$ cat config.mk
export PLATFORM = sky130hd
export DESIGN_NAME = bin2bcd_seq_flat
export DESIGN_NICKNAME = d
export VERILOG_FILES = /design/src/rtl/bin2bcd_if.sv /design/src/rtl/bin2bcd_seq.sv /design/src/flat_wrapper.sv
export SDC_FILE = /design/constraint.sdc
export NUM_CORES = 1
export LEC_CHECK = 0
export CAP_MARGIN = 30
export CORE_UTILIZATION = 30
export DETAILED_ROUTE_END_ITERATION = 10
export PLACE_DENSITY_LB_ADDON = 0.12
export SLEW_MARGIN = 20
export SYNTH_ARGS = -nofsm -noshare
export SYNTH_HDL_FRONTEND = slang
export SYNTH_SLANG_ARGS = --single-unit
$ cat constraint.sdc
create_clock -name clk -period 1.7 [get_ports clk]
set_input_delay 0.51 -clock clk [delete_from_list [all_inputs] [get_ports clk]]
set_output_delay 0.51 -clock clk [all_outputs]
set_load 0.1 [all_outputs]
$ cat src/rtl/bin2bcd_if.sv
// Start/result handshake between a binary source and the BCD converter.
// The master drives start/bin, and the converter (slave) returns busy/done/bcd/dig_en.
interface bin2bcd_if #(
  parameter int WIDTH  = 16,
  parameter int DIGITS = 5
);
  logic                  start;
  logic [WIDTH-1:0]      bin;
  logic                  busy;
  logic                  done;
  logic [4*DIGITS-1:0]   bcd;
  logic [DIGITS-1:0]     dig_en;

  modport master (output start, bin, input busy, done, bcd, dig_en);
  modport slave  (input start, bin, output busy, done, bcd, dig_en);
endinterface

$ cat src/rtl/bin2bcd_seq.sv
// Sequential double-dabble converter: one shift per input bit, then one cycle
// to register the BCD result and the leading-zero blanking enables.
module bin2bcd_seq #(
  parameter int WIDTH  = 16,
  parameter int DIGITS = 5
) (
  input  logic      clk,
  input  logic      rst_n,
  bin2bcd_if.slave  io
);
  localparam int CW = $clog2(WIDTH + 1);
  localparam int AW = 4 * DIGITS;

  function automatic logic [127:0] pow10(input int n);
    logic [127:0] p;
    p = 128'd1;
    for (int k = 0; k < n; k++) p = p * 128'd10;
    return p;
  endfunction

  if (pow10(DIGITS) <= ((128'd1 << WIDTH) - 128'd1)) begin : g_bad_digits
    $error("bin2bcd_seq: DIGITS too small for WIDTH");
  end

  typedef enum logic [1:0] {IDLE, SHIFT, DONE} state_t;

  state_t              state_q, state_d;
  logic [CW-1:0]       cnt_q, cnt_d;
  logic [WIDTH-1:0]    bin_sr_q, bin_sr_d;
  logic [AW-1:0]       acc_q, acc_d;
  logic [AW-1:0]       bcd_q, bcd_d;
  logic [DIGITS-1:0]   dig_en_q, dig_en_d;
  logic                done_q, done_d;
  logic [AW-1:0]       adj;
  logic [DIGITS-1:0]   en_calc;
  logic                lit;

  always_comb begin
    adj     = acc_q;
    en_calc = '0;
    lit     = 1'b0;
    for (int i = 0; i < DIGITS; i++)
      if (acc_q[4*i +: 4] >= 4'd5) adj[4*i +: 4] = acc_q[4*i +: 4] + 4'd3;
    // A digit is lit once it or any more significant digit is nonzero.
    for (int i = DIGITS - 1; i >= 0; i--) begin
      lit        = lit | (|acc_q[4*i +: 4]);
      en_calc[i] = lit;
    end
    en_calc[0] = 1'b1;
  end

  always_comb begin
    state_d  = state_q;
    cnt_d    = cnt_q;
    bin_sr_d = bin_sr_q;
    acc_d    = acc_q;
    bcd_d    = bcd_q;
    dig_en_d = dig_en_q;
    done_d   = 1'b0;
    case (state_q)
      IDLE: if (io.start) begin
        bin_sr_d = io.bin;
        acc_d    = '0;
        cnt_d    = CW'(WIDTH);
        state_d  = SHIFT;
      end
      SHIFT: begin
        {acc_d, bin_sr_d} = {adj, bin_sr_q} << 1;
        cnt_d = cnt_q - 1'b1;
        if (cnt_q == CW'(1)) state_d = DONE;
      end
      DONE: begin
        bcd_d    = acc_q;
        dig_en_d = en_calc;
        done_d   = 1'b1;
        state_d  = IDLE;
      end
      default: state_d = IDLE;
    endcase
  end

  always_ff @(posedge clk or negedge rst_n) begin
    if (!rst_n) begin
      state_q  <= IDLE;
      cnt_q    <= '0;
      bin_sr_q <= '0;
      acc_q    <= '0;
      bcd_q    <= '0;
      dig_en_q <= DIGITS'(1);
      done_q   <= 1'b0;
    end else begin
      state_q  <= state_d;
      cnt_q    <= cnt_d;
      bin_sr_q <= bin_sr_d;
      acc_q    <= acc_d;
      bcd_q    <= bcd_d;
      dig_en_q <= dig_en_d;
      done_q   <= done_d;
    end
  end

  assign io.busy   = (state_q == SHIFT);
  assign io.done   = done_q;
  assign io.bcd    = bcd_q;
  assign io.dig_en = dig_en_q;
endmodule
$ cat src/flat_wrapper.sv
// flat-port wrapper written by rule: the top's interface ports become plain ports
module bin2bcd_seq_flat 
#(
  parameter int WIDTH  = 16,
  parameter int DIGITS = 5
)
  (clk, rst_n, io_start, io_bin, io_busy, io_done, io_bcd, io_dig_en);
  bin2bcd_if #(.WIDTH(WIDTH), .DIGITS(DIGITS)) io_i ();
  input  logic clk;
  input  logic rst_n;
  input wire logic [$bits(io_i.start)-1:0] io_start;
  input wire logic [$bits(io_i.bin)-1:0] io_bin;
  output wire logic [$bits(io_i.busy)-1:0] io_busy;
  output wire logic [$bits(io_i.done)-1:0] io_done;
  output wire logic [$bits(io_i.bcd)-1:0] io_bcd;
  output wire logic [$bits(io_i.dig_en)-1:0] io_dig_en;
  assign io_i.start = io_start;
  assign io_i.bin = io_bin;
  assign io_busy = io_i.busy;
  assign io_done = io_i.done;
  assign io_bcd = io_i.bcd;
  assign io_dig_en = io_i.dig_en;
  bin2bcd_seq #(.WIDTH(WIDTH), .DIGITS(DIGITS)) u_core (.clk(clk), .rst_n(rst_n), .io(io_i));
endmodule
# Yosys cells after proc, flatten, opt, wreduce, memory -nomap -nowiden
# Cells that the tools add are included.
# totals
reg_bits,68
latchBits,0
ramBits,0
rom_bits,0
in_bits,19
output_inout_bits,27
word_cells,49
mem_count,0
# op_classes
addsub,6
n_mul,0
n_div,0
n_lt_le_gt_ge,5
n_eq_ne,5
n_shift,0
mux,15
n_bitwise,3
n_reduce_logical,8
# op_table
operator,count
one-hot mux 20 bit (2 select lines),1
one-hot mux 16 bit (2 select lines),1
">= comparator 4 x 3 -> 1 bit, second input constant",5
two-way mux 20 bit,1
"adder 4 x 2 -> 4 bit, second input constant",4
two-way mux 16 bit,1
two-way mux 4 bit,4
OR reduction 4 bit,4
one-hot mux 5 bit (2 select lines),1
"equality test 5 x 1 -> 1 bit, second input constant",1
two-way mux 5 bit,1
"subtractor 5 x 1 -> 5 bit, second input constant",1
two-way mux 2 bit,2
one-hot mux 2 bit (2 select lines),1
AND reduction 2 bit,2
"adder 3 x 2 -> 3 bit, second input constant",1
two-way mux 3 bit,1
bitwise OR 1 bit,3
"equality test 2 x 1 -> 1 bit, second input constant",1
"equality test 2 bit, second input constant",1
zero test 2 bit,1
"inequality test 2 x 1 -> 1 bit, second input constant",1
"inequality test 2 bit, second input constant",1
nonzero test 2 bit,1
two-way mux 1 bit,1

# Logic depth before layout (Yosys ltp)
# Gate-level depths: netlist of the first run.
# logic_depth
ltp_word,4
ltp_mapped,6
mapped_depth_nobuf,6

# Least setup slack after synthesis of the first run
# Ideal clock, no wire load.
# synth_timing
kind,register -> register
from,reg u_core.acc_q[16]
to,reg u_core.dig_en_q[1] (netlist: u_core.io.dig_en[1])
setup_ns,0.139
t_arrival_ns,1.347
setup_slack_ns,0.214
stages_incl_launch_ff,7
n_path_buf,0
period_less_slack_ns,1.486
path_cell_list,dfrtp_1 > inv_1 > ha_1 > nor3b_1 > nand3_1 > nor4b_1 > a31oi_1
# synth_via
elab_chain_cells,4
# synth_lines
element,line_no,source
start: declaration,bin2bcd_seq.sv:30,"logic [AW-1:0] acc_q, acc_d;"
start signal: assignment,bin2bcd_seq.sv:87,acc_q <= '0;
start signal: assignment,bin2bcd_seq.sv:95,acc_q <= acc_d;
OR reduction 4 bit,bin2bcd_seq.sv:46,lit = lit | (|acc_q[4*i +: 4]);
bitwise OR 1 bit (3 in a row),bin2bcd_seq.sv:46,
end signal: assignment,bin2bcd_seq.sv:97,dig_en_q <= dig_en_d;
end: declaration,bin2bcd_seq.sv:32,"logic [DIGITS-1:0] dig_en_q, dig_en_d;"
# No other way between the ends.
# A chain may end at the register's enable or synchronous reset.

# Worst setup path after layout of the first run
# layout_timing
from,reg u_core.state_q[1]
to,out io_busy
# layout_via
elab_chain_cells,1
# layout_lines
element,line_no,source
start: declaration,bin2bcd_seq.sv:27,"state_t state_q, state_d;"
start signal: assignment,bin2bcd_seq.sv:92,state_q <= state_d;
equality test 2 x 1 -> 1 bit,bin2bcd_seq.sv:102,assign io.busy = (state_q == SHIFT);
end: declaration,flat_wrapper.sv:13,output wire logic [$bits(io_i.busy)-1:0] io_busy;
# No other way between the ends.

==> results.md, run 1 <==
- Met3 WL: 344 um
- Tcrit/Tclk final: 0.9611
- Final setup violation count: 0
- Vias in the first global route: 2492
- Min-Delay Path Class: input port to async pin
- Placed cell count: 498
- Slowest stage delay, CP: 400 ps
- DP HPWL: 4879 um
- Initial antenna violation count: 0
- Most common cell after layout, fill and taps aside: dfrtp_1
- Insertion delay to the later sink of the worst-skew pair: 330 ps
- Die height: 104.2 um
- Net count after synthesis: 345
- Routed WL: 6766 um
- Synthesis Warnings: 0
- Final nets: 412
- CP Class: flip-flop to output port
- Max IR drop VDD: 0.0009334 V
- Final cell utilization of the core: 0.4343
- Core Rows: 36
- Final ANT Viol Nets: 0
- Clock Pin Slew Worst Setup and Hold Paths: 70 ps
- Worst path cell trace: nand2b_4 -> inv_2 -> buf_12
- Crit path required time: 1190 ps
- Core area: 0.009955 mm2
- MaxCap Viol Count: 0
- Slew Viols, Final: 0
- Hold Violations, Final: 0
- Routability cong.: 0.7531
- Largest net degree at the start of global routing: 35
- Post-synth ARST share: 1.000
- Synth top area cells: dfrtp_1 54%, nand2_1 7.7%, ha_1 6.4%
- Antenna cell count: 0
- Power Density: 2109 mW/mm2
- EDFF count, synth: 0
- Die ar.: 0.01086 mm2
- F_max: 612.0 MHz
- Status: finished clean
- Routed wire per std cell: 13.16 um
- CP startpoint kind: flip-flop
- Top fanout value on the critical path: 3
- Initial Util: 0.3147
- Post-CTS Hold Buffers: 0
- Post-synth design cell area: 0.003133 mm2
- Seq/Total Area, Yosys: 0.5431
- Area Growth Syn to Fin: 37.98%
- Placed cell area: 0.004144 mm2
- Pre-antenna DRT Iters: 4
- CP endpoint kind: output port
- Vias: 2443
- # DRC: 0
- Final instance area: 0.004323 mm2
- Clk root buf: clkbuf_8
- Die width: 104.2 um
- Post-synthesis cell type count: 37
- Setup TNS: 0 ps
- Clk_skew: 7.977 ps
- Total grt overflow: 0
- Met1 Routed Length: 3092 um
- Initial DRC Count: 74
- Synth Flop Type: dfrtp_1
- Fin crit period: 1634 ps
- Flops & latches, synth: 68
- First-pass GRT wire length: 11990 um
- CTS buffer count: 9
- Max H-tree Level: 3
- Most area-hungry cell type in the Yosys netlist: dfrtp_1
- TritonCTS clock tree: done
- Pleak: 1.916 nW
- I/O pin cnt: 46
- Finished Layout Cells: 514
- Highest Signal Layer: met4
- Total Routing Usage GR: 0.1364
- RSZ-0062 raised after global routing: false
- Max Buffers Root-to-Sink: 2
- Cell count after synthesis: 310
- Fillers: 1001
- Routed vias/inst: 4.753
- Avg Synthesized Cell Area: 10.11 um2
- Crit path DAT: 1120 ps
- Layout cell share with drive strength beyond 1: 0.2100
- Port bufs: 44
- Synth top area share: 0.5431
- WL met2: 3251 um
- Clk sinks: 68
- CP max stage cell: dfrtp_2
- Most frequent cells in the layout: 66 x dfrtp_1, 64 x nand2_1, 32 x o21ai_0, 28 x buf_4, 28 x buf_12
-- where the power goes --
part           switching, W  internal (W)
Sequential         0.000572       0.00226
Clock              0.000571      0.000516
Combinational       0.00315       0.00205
-- kinds of logic (layout without fill, tap and decap cells) --
logic type | count (synthesis) | after routing | synth area share
buffers and inverters | 32 | 103 | 0.04673
AO/OA/AOI/OAI | 89 | 89 | 0.1857
AND/OR/NAND/NOR | 97 | 97 | 0.1398
adder cells (fa/ha/maj) | 16 | 16 | 0.06390
other | 1 | 1 | 0.001197
XOR/XNOR | 7 | 7 | 0.01957
flip-flops | 68 | 68 | 0.5431
-- per-stage QoR --
step / hold slack [ps] / worst slack (ps) / total power [W]
after floorplan: 214.4 / 214.1 / 0.006056
after global placement: 458.3 / -88.07 / 0.008011
after global routing: 117.1 / 20.23 / 0.009730
final: 99.31 / 66.05 / 0.009118
after CTS: 95.70 / 24.70 / 0.009223
after detailed placement: 463.7 / -97.42 / 0.008064
-- metal layers --
metal,up-vias,track usage
met5,-,0
met1,1161,0.1649
met3,9,0.03634
met4,0,0.03980
li1,1216,-
met2,57,0.2371
-- Yosys cell counts, drive strengths merged (2+ instances only) --
cell	n
nand2b	8
nor4b	2
nand3	6
nor2	8
ha	16
a22oi	15
buf	15
o31ai	5
inv	14
dfrtp	68
a21oi	6
nand2	64
a32o	5
o211ai	2
o21ai	34
o311ai	6
xor2	2
o22ai	10
clkbuf	3
xnor2	5
nor3	2
nand3b	2
nor3b	2
-- registers in the layout, summed over array words and instances (netlist names) --
register	cells
u_core.acc_q	20
u_core.bin_sr_q	16
u_core.cnt_q	5
u_core.io.bcd	20
u_core.io.dig_en	4
u_core.io.done	1
u_core.state_q	2
-- cell type report --
class / instances / area (um2) / area share
flip-flops and latches: 68 / 1704 / 0.3942
multi-input cells: 210 / 1304 / 0.3016
repair buffers: 74 / 945.9 / 0.2188
well taps: 133 / 166.4 / 0.03849
clock buffers: 12 / 135.1 / 0.03126
inverters: 14 / 52.55 / 0.01216
clock inverters: 3 / 15.01 / 0.003473
-- worst max-delay path, delay by kind of cell, from the launching register on --
kind | cells | cell delay (ps)
buffers and inverters | 2 | 250
flip-flops | 1 | 400
AND/OR/NAND/NOR | 1 | 150
-- path summary, 6_finish.rpt --
kind | cells past startpoint | endpoint | slack (ps) | start
setup / recovery | 3 | io_busy | 70 | u_core.state_q[1]
hold / removal | 1 | u_core.io.bcd[18] | 100 | rst_n
setup reg to reg | 7 | u_core.io.dig_en[1] | 130 | u_core.acc_q[16]
hold reg to reg | 2 | u_core.bin_sr_q[14] | 480 | u_core.bin_sr_q[14]
max in group asynchronous | 2 | u_core.state_q[1] | 960 | rst_n
min in group clk | 2 | u_core.bin_sr_q[14] | 480 | u_core.bin_sr_q[14]
-- repair_timing --
item                       in CTS  in global routing
setup endpoints to repair       3                  3
gates resized for setup         3                  3
setup buffers                   1                  0
No activity file was read; power rests on OpenSTA's default activity.
==> run 2, diff against run 1 <==
- ABC_AREA: default -> 0
- CORE_UTILIZATION: 30 -> 50
==> run 2 against run 1 <==
Effect of this change:
- count of clock-buffer cells in the layout grew 1
- worst setup slack lost 16 ps
- highest routed layer unchanged
- core utilization grew 28 points
- critical path type unchanged
- maximum frequency shrank 0.98%
==> results.md, run 2 (synthesized netlist as in run 1, its figures left out) <==
- DP HPWL: 4397 um (-9.9%)
- MaxCap Viol Count: 0 (unchanged)
- Max H-tree Level: 3 (unchanged)
- Largest net degree at the start of global routing: 69 (+97%)
- # DRC: 0 (unchanged)
- Crit path required time: 1190 ps (about the same)
- Pre-CTS setup slack: -67.15 ps (+30.28 ps)
- Slew Viols, Final: 0 (unchanged)
- Initial DRC Count: 154 (+110%)
- Die height: 81.16 um (-22%)
- F_max: 606.0 MHz (-0.98%)
- Final cell utilization of the core: 0.7130 (+0.2788)
- Area Growth Syn to Fin: 36.34%
- Vias in the first global route: 2285 (-8.3%)
- FF-to-FF End: u_core.io.dig_en[1]
- CP Class: flip-flop to output port
- Routed vias/inst: 5.480 (+15%)
- Setup crit start: u_core.state_q[1]
- Die width: 81.16 um (-22%)
- Insertion delay to the later sink of the worst-skew pair: 340 ps (about the same)
- Most frequent cells in the layout: 66 x dfrtp_1, 64 x nand2_1, 32 x o21ai_0, 30 x buf_12, 20 x buf_4
- Final setup margin: 49.89 ps (-16.16 ps)
- Power Density: 2181 mW/mm2 (+3.4%)
- RR Startpoint: u_core.acc_q[16]
- Clk root buf: clkbuf_8
- TritonCTS clock tree: done
- Fillers: 437 (-56%)
- Placed cell area: 0.004051 mm2 (-2.2%)
- Final instance area: 0.004272 mm2 (-1.2%)
- Min-Delay Path Class: input port to async pin
- Flop2flop setup slack: 60 ps (-70 ps)
- Clock Pin Slew Worst Setup and Hold Paths: 70 ps (about the same)
- Status: finished clean
- Crit path to: io_busy
- Initial Util: 0.5230 (+0.2082)
- Initial antenna violation count: 0 (unchanged)
- Max IR drop VDD: 0.001770 V (+90%)
- Core area: 0.005991 mm2 (-40%)
- Top fanout value on the critical path: 5 (+2)
- Clk sinks: 68 (unchanged)
- Final ANT Viol Nets: 0 (unchanged)
- Clk_skew: 5.680 ps (-2.297 ps)
- I/O pin cnt: 46 (unchanged)
- Pre-antenna DRT Iters: 4 (unchanged)
- Vias: 2466 (+0.94%)
- Total Routing Usage GR: 0.2231 (+0.08669)
- Final setup violation count: 0 (unchanged)
- Final nets: 406 (-1.5%)
- Routed WL: 6515 um (-3.7%)
- Crit path DAT: 1140 ps (+20 ps)
- Routability cong.: 0.8616 (+14%)
- Fin crit period: 1650 ps (+16.16 ps)
- Layout cell share with drive strength beyond 1: 0.2027 (-0.007307)
- Most common cell after layout, fill and taps aside: dfrtp_1
- CP endpoint kind: output port
- Port bufs: 44 (unchanged)
- Reg2Reg Depth: 7 (unchanged)
- CP startpoint kind: flip-flop
- CTS buffer count: 9 (unchanged)
- Core Rows: 28 (-22%)
- Pleak: 1.917 nW (about the same)
- Hold Violations, Final: 0 (unchanged)
- RSZ-0062 raised after global routing: false
- Die ar.: 0.006587 mm2 (-39%)
- First-pass GRT wire length: 10950 um (-8.7%)
- Tot Pwr: 0.009316 W (+2.2%)
- Max Buffers Root-to-Sink: 2 (unchanged)
- Antenna cell count: 0 (unchanged)
- Post-CTS Hold Buffers: 0 (unchanged)
- Routed wire per std cell: 14.48 um (+10%)
- Setup TNS: 0 ps (unchanged)
- Total grt overflow: 0 (unchanged)
- Tcrit/Tclk final: 0.9707 (+0.009505)
[run 2: cell types whose count changed in the layout (fill, tap and decap cells not counted), sizes merged]
cell	before	now
clkbuf	12	13
clkinv	3	2
buf	57	51
[run 2: final cells by class]
cell class              count  area, um2  area share
clock inverters             2      10.01    0.002343
inverters                  14      55.05     0.01289
flip-flops and latches     68       1704      0.3989
repair buffers             68      925.9      0.2168
clock buffers              13      158.9     0.03720
well taps                  75      93.84     0.02197
multi-input cells         210       1324      0.3099
[run 2: worst min-delay path by stage]
stage	end	slack, ps	cells past startpoint
2_1_floorplan	u_core.acc_q[0]	210	0
3_3_place_gp	u_core.bin_sr_q[4]	460	2
3_5_place_dp	u_core.bin_sr_q[4]	470	2
4_1_cts	u_core.io.bcd[14]	200	2
5_1_grt	u_core.io.bcd[14]	210	2
6_report	u_core.io.bcd[14]	180	2
[run 2: metal layers]
| metal | global-route usage | up-vias | part of all wire |
|---|---|---|---|
| met5 | 0 | - | 0 |
| met4 | 0.09107 | 0 | 0.018 |
| met3 | 0.04382 | 13 | 0.036 |
| met2 | 0.3261 | 55 | 0.47 |
| met1 | 0.3238 | 1194 | 0.48 |
| li1 | - | 1204 | - |
[run 2: repair_timing]
item	in CTS	in global routing
endpoints found under the setup margin	3	6
pin swaps	0	2
setup buffers	1	0
gates resized for setup	3	7
[run 2: per-stage QoR]
stage	instances	hold WS, ps
4_1_cts	450	197.5
3_5_place_dp	434	471.3
5_1_grt	450	206.3
3_3_place_gp	434	462.3
2_1_floorplan	310	214.4
6_report	450	181.2
[run 2: worst max-delay path, cell delays in order (launching register included)]
cell and delay, ps:
dfrtp_2 400, nand2b_4 170, inv_4 70, buf_12 160
[run 2: report_power, final]
| part | switching [W] | internal, W |
|---|---|---|
| registers | 0.000611 | 0.00226 |
| clock network | 0.000567 | 0.000598 |
| logic | 0.00318 | 0.00209 |
==> RTL edit 1 (flow settings as in run 1) <==
Re-encode `state_t` (3 states) as one-hot, 3 bits wide.
--- a/src/rtl/bin2bcd_seq.sv
+++ b/src/rtl/bin2bcd_seq.sv
@@ -22,7 +22,7 @@
     $error("bin2bcd_seq: DIGITS too small for WIDTH");
   end
 
-  typedef enum logic [1:0] {IDLE, SHIFT, DONE} state_t;
+  typedef enum logic [2:0] {IDLE = 3'b001, SHIFT = 3'b010, DONE = 3'b100} state_t;
 
   state_t              state_q, state_d;
   logic [CW-1:0]       cnt_q, cnt_d;
Check against the original RTL: no difference found for any inputs over 10 cycles, from zero or initial values and one cycle with rst_n low; not proved beyond that.
==> RTL edit 1 against run 1 <==
The run now ends with setup timing left. Sequential share of layout area down 0.45 points. Routed wire length decreased by 6.9%. Sequential cell count up 1. Area after synthesis rose by 2.6%. Via count is 6.8% lower. Worst setup slack got worse by 250 ps. Cell area grew 2.6%. Highest routed layer unchanged.
Power is not compared: it rests on default switching activity, and its combinational part moved more than twofold at a synthesized area within 25%.
==> RTL edit 1: results (changes against run 1) <==
GRT
  – M2 GR Usage: 0.194 (was 0.237)
  – GR Util met3: 0.0334 (was 0.0363)
  – First-pass GRT wire length: 11.0 mm (was 12.0 mm)
  – Met1 usage: 0.166 (was 0.165)
  – Largest net degree at the start of global routing: 70 (was 35)
  – Number of global-route vias before repair: 2,279 (was 2,492)
  – Gr usage total: 0.127 (was 0.136)

Detailed routing
  – WL met1: 3.15 mm (was 3.09 mm)
  – Met2 routed WL: 2.75 mm (was 3.25 mm)
  – Vias/cell: 4.59 (was 4.75)
  – Final wirelength: 6.30 mm (was 6.77 mm)
  – DR iter-0 viols: 40 (was 74)
  – Wire per inst: 12.7 um (was 13.2 um)
  – Wire length on met3: 275 um (was 344 um)

Logic synthesis
  – Compound-Gate Fraction of Synth Area: 0.0961 (was 0.186)
  – Mapped Cells: 289 (was 310)
  – Seq/Total Area, Yosys: 0.537 (was 0.543)
  – Distinct cell type count after synthesis: 33 (was 37)
  – Synth cell count leaders: dfrtp_1 (68), nand2_1 (34), o21ai_0 (34) (was dfrtp_1 (68), nand2_1 (64), o21ai_0 (32))
  – Largest cells by area after synthesis: dfrtp_1 (53%), mux2_2 (7.4%), ha_1 (6.2%) (was dfrtp_1 (54%), nand2_1 (7.7%), ha_1 (6.4%))

Status
  – Status: finished, violations left (was completed)
  – Failing checks: setup timing

Placed design
  – Gpl congestion: 0.804 (was 0.753)
  – Cell Count Post-Placement: 479 (was 498)

Cells and area
  – Layout cell share with drive strength beyond 1: 0.264 (was 0.210)

Timing
  – Fin Clk Skew: 8.35 ps (was 7.98 ps)
  – Final Setup Violations: 1 (was 0)
  – Final worst slack: -184 ps (was 66.0 ps)

Clock network
  – CTS root buffer: clkbuf_8 (unchanged)

Critical path
  – Crit path launch: u_core.state_q[0]$_DFFE_PN1P_ (was u_core.state_q[1]$_DFFE_PN0P_)
[RTL edit 1: worst max-delay path, stage by stage (launching register included)]
cell      delay (ps)
dfstp_2          380
or3b_4           410
clkinv_4          80
buf_12           160
[RTL edit 1: worst paths after layout]
path	to	cells after the start	slack, ps
max	io_busy	3	-180
max in group asynchronous	u_core.state_q[0]$_DFFE_PN1P_	2	1180
max reg2reg	u_core.acc_q[14]$_DFFE_PN0P_	6	40
min reg2reg	u_core.cnt_q[4]$_DFFE_PN0P_	1	480
min	u_core.io.done$_DFF_PN0_	2	170
min in group clk	u_core.cnt_q[4]$_DFFE_PN0P_	1	480
[RTL edit 1: layout make-up]
type,count,area (um^2)
fill,1004,5940
sequential,69,1730
multi-input combinational,193,1390
clock buffer,14,173
timing repair buffer,70,920
tap,136,170
clock inverter,1,5.00
inverter,13,53.8
[RTL edit 1: power by group through the flow]
stage	clock network, W	logic [W]	registers (W)
finish	0.00123	0.00138	0.00215
global route	0.00135	0.00155	0.00218
CTS	0.00127	0.00139	0.00215
detailed placement	0	0.00138	0.00217
global placement	0	0.00135	0.00217
floorplan	0	0.000797	0.00221
[RTL edit 1: through the flow]
step | worst slack, ps | utilization | area [um^2] | TNS [ps]
finish | -184 | 0.428 | 4430 | -184
global route | -226 | 0.428 | 4430 | -330
CTS | -206 | 0.426 | 4420 | -227
detailed placement | -262 | 0.407 | 4220 | -6110
global placement | -228 | 0.407 | 4220 | -4660
floorplan | 64.4 | - | 3230 | 0
[RTL edit 1: what timing repair did]
item | CTS | global route
gates cloned | 0 | 0
pin swaps | 1 | 0
setup buffers | 2 | 0
endpoints found under the setup margin | 1 | 13
resized for setup | 1 | 4
==> RTL edit 2 (config.mk and constraints of run 1) <==
Without the edit above. `DIGITS` is set to 5 in 3 places; all go to 6.
--- a/src/rtl/bin2bcd_if.sv
+++ b/src/rtl/bin2bcd_if.sv
@@ -2,7 +2,7 @@
 // The master drives start/bin, and the converter (slave) returns busy/done/bcd/dig_en.
 interface bin2bcd_if #(
   parameter int WIDTH  = 16,
-  parameter int DIGITS = 5
+  parameter int DIGITS = 6
 );
   logic                  start;
   logic [WIDTH-1:0]      bin;
--- a/src/rtl/bin2bcd_seq.sv
+++ b/src/rtl/bin2bcd_seq.sv
@@ -2,7 +2,7 @@
 // to register the BCD result and the leading-zero blanking enables.
 module bin2bcd_seq #(
   parameter int WIDTH  = 16,
-  parameter int DIGITS = 5
+  parameter int DIGITS = 6
 ) (
   input  logic      clk,
   input  logic      rst_n,
--- a/src/flat_wrapper.sv
+++ b/src/flat_wrapper.sv
@@ -2,7 +2,7 @@
 module bin2bcd_seq_flat 
 #(
   parameter int WIDTH  = 16,
-  parameter int DIGITS = 5
+  parameter int DIGITS = 6
 )
   (clk, rst_n, io_start, io_bin, io_busy, io_done, io_bcd, io_dig_en);
   bin2bcd_if #(.WIDTH(WIDTH), .DIGITS(DIGITS)) io_i ();
Ports: changed (resized io_bcd and io_dig_en); port bits go from 46 to 51. The function was not compared with the original's and may differ.
==> RTL edit 2 against run 1 <==
The flow now finishes with violations (DRC). Critical endpoint unchanged. Sequential cell count up 9. Worst setup slack better by 1.1 ps. Largest cell class unchanged. Critical path type unchanged. Cell area up 16%. Maximum frequency about the same. Routed wire length up 17%. Highest routed layer unchanged. Non-clock buffer count down 2. Area after synthesis up 15%.
Power is not shown: default switching activity piles up to over one toggle a cycle in this logic, so the estimate is an artifact.
==> RTL edit 2: results (changes against run 1) <==
Placed design
  – Place WS: -195 ps (was -97.4 ps)
  – Post-DP HPWL: 5.48 mm (was 4.88 mm)
  – Gpl congestion: 0.781 (was 0.753)
  – IO buf count: 49 (was 44)

Logic synthesis
  – Post-synthesis adder-cell area fraction: 0.0662 (was 0.0639)
  – Seq/Total Area, Yosys: 0.537 (was 0.543)
  – Compound-Gate Fraction of Synth Area: 0.182 (was 0.186)
  – Mapped Nets: 393 (was 345)
  – Post-synthesis xor/xnor area fraction: 0.0195 (was 0.0196)
  – Largest cells by area after synthesis: dfrtp_1 (54%), nand2_1 (7.9%), ha_1 (6.6%) (was dfrtp_1 (54%), nand2_1 (7.7%), ha_1 (6.4%))
  – Synth cell count leaders: dfrtp_1 (77), nand2_1 (76), o21ai_0 (37) (was dfrtp_1 (68), nand2_1 (64), o21ai_0 (32))
  – Distinct cell type count after synthesis: 42 (was 37)

Critical path
  – CP top delay family: flip-flops (unchanged)
  – CP peak stage delay: 380 ps (was 400 ps)
  – Crit-path max FO: 4 (was 3)
  – Reg2reg end: u_core.acc_q[9]$_DFFE_PN0P_ (was u_core.io.dig_en[1]$_DFFE_PN0P_)
  – R2R cell count: 6 (was 7)
  – Cell with the largest stage delay on the worst path: dfrtp_1 (was dfrtp_2)
  – Reg-to-Reg Start: u_core.acc_q[9]$_DFFE_PN0P_ (was u_core.acc_q[16]$_DFFE_PN0P_)

Detailed routing
  – DR pass1 iterations: 7 (was 4)
  – DR DRC count: 6 (was 0)
  – Final wirelength: 7.93 mm (was 6.77 mm)
  – Vias/cell: 4.84 (was 4.75)
  – DR iter-0 viols: 127 (was 74)

Cells and area
  – CLK BUF: 9 (was 12)
  – FFs & Latches: 77 (was 68)
  – Fin nets: 456 (was 412)
  – Final clock-cell share: 0.0692 (was 0.0347)
  – Bufs w/o clock: 72 (was 74)
  – Signal inverters: 17 (was 14)
  – Fillers: 1,139 (was 1,001)
  – NonClk Buf Share: 0.199 (was 0.219)
  – Fraction of area in multi-input gates: 0.299 (was 0.302)
  – Seq/total area: 0.385 (was 0.394)
  – Layout cell share with drive strength beyond 1: 0.194 (was 0.210)

Timing
  – Final Max Slew Viols: 0 (unchanged)
  – Fin Clk Skew: 7.01 ps (was 7.98 ps)
  – Min cycle time layout: 1630 ps (about the same)

GRT
  – Gr usage total: 0.133 (was 0.136)
  – Number of global-route vias before repair: 2,673 (was 2,492)
  – Largest net degree at the start of global routing: 39 (was 35)
  – First-pass GRT wire length: 13.2 mm (was 12.0 mm)

Clock network
  – Postcts setup bufs: 0 (was 1)
  – Post_cts resized: 2 (was 3)
  – CTS root buffer: clkbuf_16 (was clkbuf_8)

Status
  – Failing checks: DRC
  – Status: finished, violations left (was completed)
RTL edit 2: cell count changes after synthesis, moves of 3 or more:
cell,before,now
nor3b_1,2,5
nand2_1,64,76
a21oi_1,6,10
o21ai_0,32,37
ha_1,16,19
dfrtp_1,68,77
buf_6,0,3
inv_1,12,15
RTL edit 2: metal layers:
metal	vias up	global-route usage	part of all wire
li1	1367	-	-
met1	1305	0.169	0.47
met2	57	0.225	0.48
met3	8	0.0376	0.036
met4	0	0.0279	0.0081
met5	-	0	0
RTL edit 2: per-stage QoR:
| stage | hold WS (ps) | setup TNS [ps] | std cells | cell area, um^2 | util |
|---|---|---|---|---|---|
| after CTS | 90.9 | 0 | 564 | 4990 | 0.433 |
| after detailed placement | 451 | -2890 | 548 | 4630 | 0.402 |
| after floorplan | 214 | 0 | 355 | 3590 | - |
| after global routing | 97.9 | 0 | 566 | 5010 | 0.435 |
| final | 83.1 | 0 | 566 | 5010 | 0.435 |
| after global placement | 451 | -1840 | 548 | 4630 | 0.402 |
